### config.mk
export PLATFORM = sky130hd
export DESIGN_NAME = round_sequencer_flat
export DESIGN_NICKNAME = d
export VERILOG_FILES = /design/src/rtl/round_sequencer_if.sv /design/src/rtl/round_sequencer.sv /design/src/flat_wrapper.sv
export SDC_FILE = /design/constraint.sdc
export NUM_CORES = 1
export LEC_CHECK = 0
export CAP_MARGIN = 20
export CORE_ASPECT_RATIO = 1.4
export CORE_MARGIN = 4
export CORE_UTILIZATION = 35
export DETAILED_ROUTE_END_ITERATION = 8
export HOLD_SLACK_MARGIN = 0.03
export PLACE_DENSITY_LB_ADDON = 0.2
export SLEW_MARGIN = 5
export SYNTH_ARGS = -nofsm -noshare
export SYNTH_HDL_FRONTEND = slang
export SYNTH_SLANG_ARGS = --single-unit
### constraint.sdc
create_clock -name clk -period 8.7 [get_ports clk]
set_input_delay 2.175 -clock clk [delete_from_list [all_inputs] [get_ports clk]]
set_output_delay 2.175 -clock clk [all_outputs]
set_load 0.005 [all_outputs]
### src/rtl/round_sequencer_if.sv
// Signal bundle between the betting-round FSM and its surroundings (buttons,
// judge, balance block, display).
interface round_sequencer_if;
    // Handshake: btn_* are single-cycle pulses with no ready; each is consumed
    // on the rising edge where it is high. win_in and current_money are levels,
    // sampled whenever the FSM needs them.
    logic        btn_ok;
    logic        btn_back;
    logic        btn_inc;
    logic        btn_dec;
    logic        win_in;
    logic [15:0] current_money;
    logic [3:0]  state;
    logic [15:0] bet_amount;
    logic [2:0]  bet_count;
    logic        win_flag;
    logic        spin_en;

    modport master (
        output btn_ok, btn_back, btn_inc, btn_dec, win_in, current_money,
        input  state, bet_amount, bet_count, win_flag, spin_en
    );

    modport slave (
        input  btn_ok, btn_back, btn_inc, btn_dec, win_in, current_money,
        output state, bet_amount, bet_count, win_flag, spin_en
    );
endinterface

### src/rtl/round_sequencer.sv
// Betting-round FSM: collects bet amount/count, validates against balance,
// sequences spin -> stop -> update -> show, and latches the win result.
module round_sequencer #(
    parameter int unsigned AMT_STEP      = 10,
    parameter int unsigned REJECT_CYCLES = 50_000_000,
    parameter int unsigned SHOW_CYCLES   = 100_000_000
) (
    input  logic               clk,
    input  logic               rst_n,
    round_sequencer_if.slave   bus
);

    typedef enum logic [3:0] {
        S_IDLE         = 4'd0,
        S_INPUT_AMOUNT = 4'd1,
        S_INPUT_COUNT  = 4'd2,
        S_CONFIRM      = 4'd3,
        S_REJECT       = 4'd4,
        S_SPIN         = 4'd5,
        S_STOP_RESULT  = 4'd8,
        S_UPDATE_MONEY = 4'd9,
        S_SHOW_RESULT  = 4'd10,
        S_GAME_OVER    = 4'd11
    } state_e;

    localparam logic [31:0] REJECT_LAST = 32'(REJECT_CYCLES - 1);
    localparam logic [31:0] SHOW_LAST   = 32'(SHOW_CYCLES - 1);
    localparam logic [16:0] STEP17      = 17'(AMT_STEP);
    localparam logic [15:0] STEP16      = 16'(AMT_STEP);

    state_e      state_q, state_d;
    logic [15:0] amt_q, amt_d;
    logic [2:0]  cnt_q, cnt_d;
    logic        win_q, win_d;
    logic        spin_q;
    logic        upd_q, upd_d;
    logic [31:0] dwell_q, dwell_d;

    logic        ok, back, inc, dec;
    logic [16:0] amt_sum;

    // Only the highest-priority pulse in a cycle is allowed to act.
    assign ok      = bus.btn_ok;
    assign back    = bus.btn_back & ~bus.btn_ok;
    assign inc     = bus.btn_inc  & ~bus.btn_ok & ~bus.btn_back;
    assign dec     = bus.btn_dec  & ~bus.btn_ok & ~bus.btn_back & ~bus.btn_inc;
    assign amt_sum = {1'b0, amt_q} + STEP17;

    always_comb begin
        state_d = state_q;
        amt_d   = amt_q;
        cnt_d   = cnt_q;
        win_d   = win_q;
        case (state_q)
            S_IDLE: if (ok) state_d = S_INPUT_AMOUNT;
            S_INPUT_AMOUNT: begin
                if (ok)        state_d = S_INPUT_COUNT;
                else if (back) state_d = S_IDLE;
                else if (inc)  amt_d = (amt_sum > {1'b0, bus.current_money}) ?
                                       bus.current_money : amt_sum[15:0];
                else if (dec)  amt_d = (amt_q >= STEP16) ? amt_q - STEP16 : 16'd0;
            end
            S_INPUT_COUNT: begin
                if (ok)        state_d = S_CONFIRM;
                else if (back) state_d = S_INPUT_AMOUNT;
                else if (inc)  cnt_d = (cnt_q >= 3'd4) ? 3'd1 : cnt_q + 3'd1;
                else if (dec)  cnt_d = (cnt_q <= 3'd1) ? 3'd4 : cnt_q - 3'd1;
            end
            S_CONFIRM: begin
                if (amt_q == 16'd0 || amt_q > bus.current_money) state_d = S_REJECT;
                else                                             state_d = S_SPIN;
            end
            S_REJECT: begin
                if (dwell_q == REJECT_LAST) begin
                    state_d = S_INPUT_AMOUNT;
                    amt_d   = 16'd0;
                end
            end
            S_SPIN: if (ok) state_d = S_STOP_RESULT;
            S_STOP_RESULT: begin
                win_d   = bus.win_in;
                state_d = S_UPDATE_MONEY;
            end
            // Second cycle gives the balance block time to settle current_money.
            S_UPDATE_MONEY: if (upd_q) state_d = S_SHOW_RESULT;
            S_SHOW_RESULT: begin
                if (dwell_q == SHOW_LAST) begin
                    if (bus.current_money == 16'd0) begin
                        state_d = S_GAME_OVER;
                    end else begin
                        state_d = S_IDLE;
                        amt_d   = 16'd0;
                        cnt_d   = 3'd1;
                    end
                end
            end
            S_GAME_OVER: state_d = S_GAME_OVER;
            default: state_d = S_IDLE;
        endcase

        upd_d = (state_q == S_UPDATE_MONEY) && (state_d == S_UPDATE_MONEY);
        if (state_d != state_q)
            dwell_d = 32'd0;
        else if (state_q == S_REJECT || state_q == S_SHOW_RESULT)
            dwell_d = dwell_q + 32'd1;
        else
            dwell_d = 32'd0;
    end

    always_ff @(posedge clk or negedge rst_n) begin
        if (!rst_n) begin
            state_q <= S_IDLE;
            amt_q   <= 16'd0;
            cnt_q   <= 3'd1;
            win_q   <= 1'b0;
            spin_q  <= 1'b0;
            upd_q   <= 1'b0;
            dwell_q <= 32'd0;
        end else begin
            state_q <= state_d;
            amt_q   <= amt_d;
            cnt_q   <= cnt_d;
            win_q   <= win_d;
            spin_q  <= (state_d == S_SPIN);
            upd_q   <= upd_d;
            dwell_q <= dwell_d;
        end
    end

    assign bus.state      = state_q;
    assign bus.bet_amount = amt_q;
    assign bus.bet_count  = cnt_q;
    assign bus.win_flag   = win_q;
    assign bus.spin_en    = spin_q;

endmodule

### src/flat_wrapper.sv
// flat-port wrapper written by rule: the top's interface ports become plain ports
module round_sequencer_flat 
#(
    parameter int unsigned AMT_STEP      = 10,
    parameter int unsigned REJECT_CYCLES = 50_000_000,
    parameter int unsigned SHOW_CYCLES   = 100_000_000
)
  (clk, rst_n, bus_btn_ok, bus_btn_back, bus_btn_inc, bus_btn_dec, bus_win_in, bus_current_money, bus_state, bus_bet_amount, bus_bet_count, bus_win_flag, bus_spin_en);
  round_sequencer_if bus_i ();
  input  logic clk;
  input  logic rst_n;
  input wire logic [$bits(bus_i.btn_ok)-1:0] bus_btn_ok;
  input wire logic [$bits(bus_i.btn_back)-1:0] bus_btn_back;
  input wire logic [$bits(bus_i.btn_inc)-1:0] bus_btn_inc;
  input wire logic [$bits(bus_i.btn_dec)-1:0] bus_btn_dec;
  input wire logic [$bits(bus_i.win_in)-1:0] bus_win_in;
  input wire logic [$bits(bus_i.current_money)-1:0] bus_current_money;
  output wire logic [$bits(bus_i.state)-1:0] bus_state;
  output wire logic [$bits(bus_i.bet_amount)-1:0] bus_bet_amount;
  output wire logic [$bits(bus_i.bet_count)-1:0] bus_bet_count;
  output wire logic [$bits(bus_i.win_flag)-1:0] bus_win_flag;
  output wire logic [$bits(bus_i.spin_en)-1:0] bus_spin_en;
  assign bus_i.btn_ok = bus_btn_ok;
  assign bus_i.btn_back = bus_btn_back;
  assign bus_i.btn_inc = bus_btn_inc;
  assign bus_i.btn_dec = bus_btn_dec;
  assign bus_i.win_in = bus_win_in;
  assign bus_i.current_money = bus_current_money;
  assign bus_state = bus_i.state;
  assign bus_bet_amount = bus_i.bet_amount;
  assign bus_bet_count = bus_i.bet_count;
  assign bus_win_flag = bus_i.win_flag;
  assign bus_spin_en = bus_i.spin_en;
  round_sequencer #(.AMT_STEP(AMT_STEP), .REJECT_CYCLES(REJECT_CYCLES), .SHOW_CYCLES(SHOW_CYCLES)) u_core (.clk(clk), .rst_n(rst_n), .bus(bus_i));
endmodule
# After elaboration in Yosys (flattened, before gate mapping)
# Cells that the tools add are included.
[op_classes]
addsub = 5
n_mul = 0
div_mod_pow = 0
n_lt_le_gt_ge = 5
n_eq_ne = 23
shift = 0
muxes = 33
bitwise = 9
n_reduce_logical = 10
[op_table]
columns = ["op", "n"]
rows = [
  ["$mux 16", 9],
  ["$mux 32", 2],
  ["$pmux 16 s3", 1],
  ["$mux 4", 10],
  ["$pmux 4 s10", 1],
  ["$add 32x1->32 const B", 1],
  ["$eq 32x26->1 const B", 1],
  ["$eq 32x27->1 const B", 1],
  ["$logic_not 16->1", 2],
  ["$mux 3", 8],
  ["$eq 4x4->1 const B", 5],
  ["$add 16x4->17 const B", 1],
  ["$gt 17x16->1", 1],
  ["$ge 16x4->1 const B", 1],
  ["$gt 16x16->1", 1],
  ["$sub 16x4->16 const B", 1],
  ["$eq 4x3->1 const B", 3],
  ["$ne 2x2->1 const B", 5],
  ["$eq 4x2->1 const B", 2],
  ["$reduce_and 7->1", 1],
  ["$and 1x1->1", 6],
  ["$ne 3x1->1 const B", 2],
  ["$pmux 3 s2", 1],
  ["$reduce_and 6->1", 1],
  ["other kinds (14)", 18],
]
[totals]
register_bits = 58
latchBits = 0
ram_bits = 0
rom_bits = 0
out_inout_bits = 25
elab_cells = 92
mem_count = 0

# Logic depth before layout (Yosys ltp)
[logic_depth]
depth_word = 9
mapped_depth = 17
ltp_nobuf = 14

# Worst setup path before layout
# Ideal clock, no wire load.
[synth_path]
path_kind = "input to register"
startpoint = "input port bus_current_money[13]"
endpoint = "register u_core.amt_q[8] (netlist: u_core.bus.bet_amount[8])"
setup_time_ns = 0.138
t_arrival_ns = 4.094
slack_ns = 4.468
path_stages = 12
path_cell_list = "inv_1 ha_1 and4_1 nand3_1 nor4_1 a21oi_1 a21oi_1 buf_2 buf_2 nor2_1 a21oi_1 o221ai_1"
[synth_via]
elab_chain_cells = 6
word_cells_on_any_way = 9
cone_classes = "1 x order compare; 1 x eq/ne; 5 x mux; 2 x reduce/logical"
[synth_lines]
columns = ["element", "line", "source"]
rows = [
  ["start, declared", "flat_wrapper.sv:17", "input wire logic [$bits(bus_i.current_money)-1:0] bus_current_money;"],
  ["$gt 17x16->1", "round_sequencer.sv:59", "else if (inc) amt_d = (amt_sum > {1'b0, bus.current_money}) ?"],
  ["$mux 16 (2 in series)", "round_sequencer.sv:59", ""],
  ["$mux 16", "round_sequencer.sv:58", "else if (back) state_d = S_IDLE;"],
  ["$mux 16", "round_sequencer.sv:57", "if (ok) state_d = S_INPUT_COUNT;"],
  ["$pmux 16 s3", "round_sequencer.sv:54", "case (state_q)"],
  ["end signal, assigned", "round_sequencer.sv:121", "amt_q <= amt_d;"],
  ["end, declared", "round_sequencer.sv:32", "logic [15:0] amt_q, amt_d;"],
]
# Parallel ways exist; a longest one is shown, timed or not. The select of a mux whose other input is x is not followed.
# A chain may end at the register's enable or synchronous reset.

# Worst setup path after layout
[layout_path]
startpoint = "input port bus_current_money[2]"
endpoint = "register u_core.amt_q[7] (netlist: u_core.bus.bet_amount[7])"
# Same word-level chain as after synthesis.

==> metrics.txt <==
Clk pin slew, worst setup/hold paths=0.05 ns; gpl congestion=just under 0.9; antenna viol nets, final=0; Area Growth Syn to Fin=18.4%; antenna violations before repair=0; worst r2r src=u_core.bus.bet_amount[3]; post-route core utilization=0.424; post-DP HPWL=a little under 10000 µm; Synth Area per Inst=around 8.3 µm²; Worst Path Arrival=around 5.2 ns; CTS buffer count=9; CTS Sinks=between 50 and 60; Post-synth top cells=nor2_1, dfrtp_1, ha_1, nand2_1, inv_1; Die Ht=about 140 µm; Ports=between 40 and 50; period utilization=0.580; skew final=about 0.0080 ns; FFs w/ async S/R, synth=1.00; footprint of the multi-input gates=0.00293 mm²; die area=around 0.015 mm²; DR DRC count=0; worst-path maximum fanout=22; Netlist cell types=63; first-pass GRT wire length=roughly 21000 µm; Routed WL per cell=about 17 µm; CP startpoint kind=primary input; Final min period=5.05 ns; Netlist Area Pre-Place=~0.0046 mm²; cts hold-fix bufs=0; status=finished clean; # Post-CTS Setup Buffers=0; Resize count post-CTS=0; Primary FF master, synth=dfrtp_1; Seq/Total Area, Yosys=0.313; Post-synth EDFFs=0; biggest area consumer among synthesized cells=dfrtp_1; Least-Margin Pin Slew=~0.84 ns; Antenna Cells=0; overall routing resource usage=0.176; IO Port Bufs=47; Die Width=approximately 110 µm; number of global-route vias before repair=4257; TNS Setup=0 ns; fmax=a little under 0.2 GHz; Crit. Startpoint=bus_current_money[2]; synth warn=0; setup violators final=0; Crit Path Category=primary input to flop; critical path capture point type=flop; # rows=49; Critical Path RT=between 8 and 9 ns; share of the synthesized area in the top cell type=0.308; synthesized flop and latch total=58; H-tree levels=3; Hold Path Cell Cnt=1; Syn Inst Count=about 560; fin. max-slew vios=0; total gr overflow=0; total wire length=around 13000 µm; most numerous cell in the Yosys netlist=nor2_1; LEAKAGE=~2.3 nW; Core Region=between 0.01 and 0.015 mm²; DR vias=between 4000 and 5000; Power Dens Cells=254 mW/mm²; class of the worst hold path=flop to flop; drt first pass iters=5; VDD IR-drop max=between 0.1 and 0.15 mV; CTS Root Cell=clkbuf_16; Syn Nets=slightly above 600; largest cells by area after synthesis=dfrtp_1, ha_1, nor2_1; Power Total=1.39 mW; Hold Startpoint=u_core.bus.win_flag; Filler cells=~1300; Rel. slew slack=0.436; largest net degree at the start of global routing=a little under 60; CTS tree=built; Clock Path Buffers=2; Final #Nets=approximately 660; Final Hold Viols=0; layout cells sized above 1=0.0687; vias per inst=around 5.4; total of max-cap violations=0; R2R cell count=14; clk_lat worst skew=around 0.33 ns; DR iter-0 viols=about 290; unrepaired setup endpoints after global routing=no; Register Area=0.00145 mm²; starting density of the core=0.358
[area by class of cell]
type                    instances  share of cell area
inverters                      35              0.0239
well taps                     178              0.0406
clock buffers                  13              0.0474
flip-flops and latches         58               0.265
repair buffers                 50              0.0889
multi-input cells             441               0.534
[worst max-delay path, cell delays in order]
cell and delay (ns):
clkdlybuf4s50_1 0.53, inv_1 0.11, ha_1 0.32, nand4_1 0.19
o21ai_0 0.11, a211oi_1 0.51, o211ai_1 0.20, a21oi_1 0.18
buf_4 0.29, mux2_2 0.40, a22oi_2 0.14, o21ai_1 0.08
[path summary, 6_finish.rpt]
path                       slack, ns                  endpoint
min in group asynchronous       2.02        u_core.dwell_q[23]
setup reg to reg                4.66  u_core.bus.bet_amount[7]
setup / recovery                3.65  u_core.bus.bet_amount[7]
hold reg to reg                 0.50       u_core.bus.win_flag
hold / removal                  0.50       u_core.bus.win_flag
max in group asynchronous       6.19         u_core.dwell_q[6]
[sequential cells by signal (all words and copies together) (netlist names)]
signal                 count
u_core.bus.bet_amount     16
u_core.bus.bet_count       3
u_core.bus.spin_en         1
u_core.bus.state           4
u_core.bus.win_flag        1
u_core.dwell_q            32
u_core.upd_q               1
[cell families after synthesis]
| group | synth area share |
|---|---|
| xor gates and xnor gates | 0.0812 |
| DFF | 0.313 |
| buffers and inverters | 0.0540 |
| muxes | 0.0205 |
| and+or+nand+nor | 0.277 |
| adders and majority gates | 0.103 |
| AOI/OAI and AO/OA | 0.152 |
[where the power goes]
| part | internal, mW | switching (mW) | total, mW |
|---|---|---|---|
| logic | 0.303 | 0.354 | 0.657 |
| clock network | 0.203 | 0.114 | 0.317 |
| registers | 0.313 | 0.105 | 0.418 |
| total | 0.818 | 0.573 | 1.39 |
[cell usage in the layout, fill, tap and decap left out, drive strengths merged, types with 8 or more instances in the layout]
cell type      count
xor2              20
o211ai            10
inv               35
o21ai             32
a21oi             28
nor4              13
dfrtp             57
clkbuf            13
nor3              19
clkdlybuf4s50     46
xnor2             23
ha                38
a21o               8
nand3             26
nand4             24
nor2              80
nand2             38
[metrics by stage]
step                      instance area, µm²  hold slack [ns]  cells  setup slack (ns)
after global routing                    5490            0.550    775              3.49
after detailed placement                5230            0.501    762              3.34
after CTS                               5490            0.512    775              3.68
after global placement                  5230            0.495    762              3.39
final                                   5490            0.505    775              3.65
after floorplan                         4640            0.476    558              4.47
[routing by layer]
metal | GRT usage | up-vias | wire [µm]
met4 | 0.0795 | 0 | 374
met2 | 0.328 | 93 | 6990
li1 | - | 2074 | -
met1 | 0.199 | 2015 | 5150
met3 | 0.0259 | 21 | 490
met5 | 0 | - | 0
Note: power is estimated with default switching activity, not from simulation.
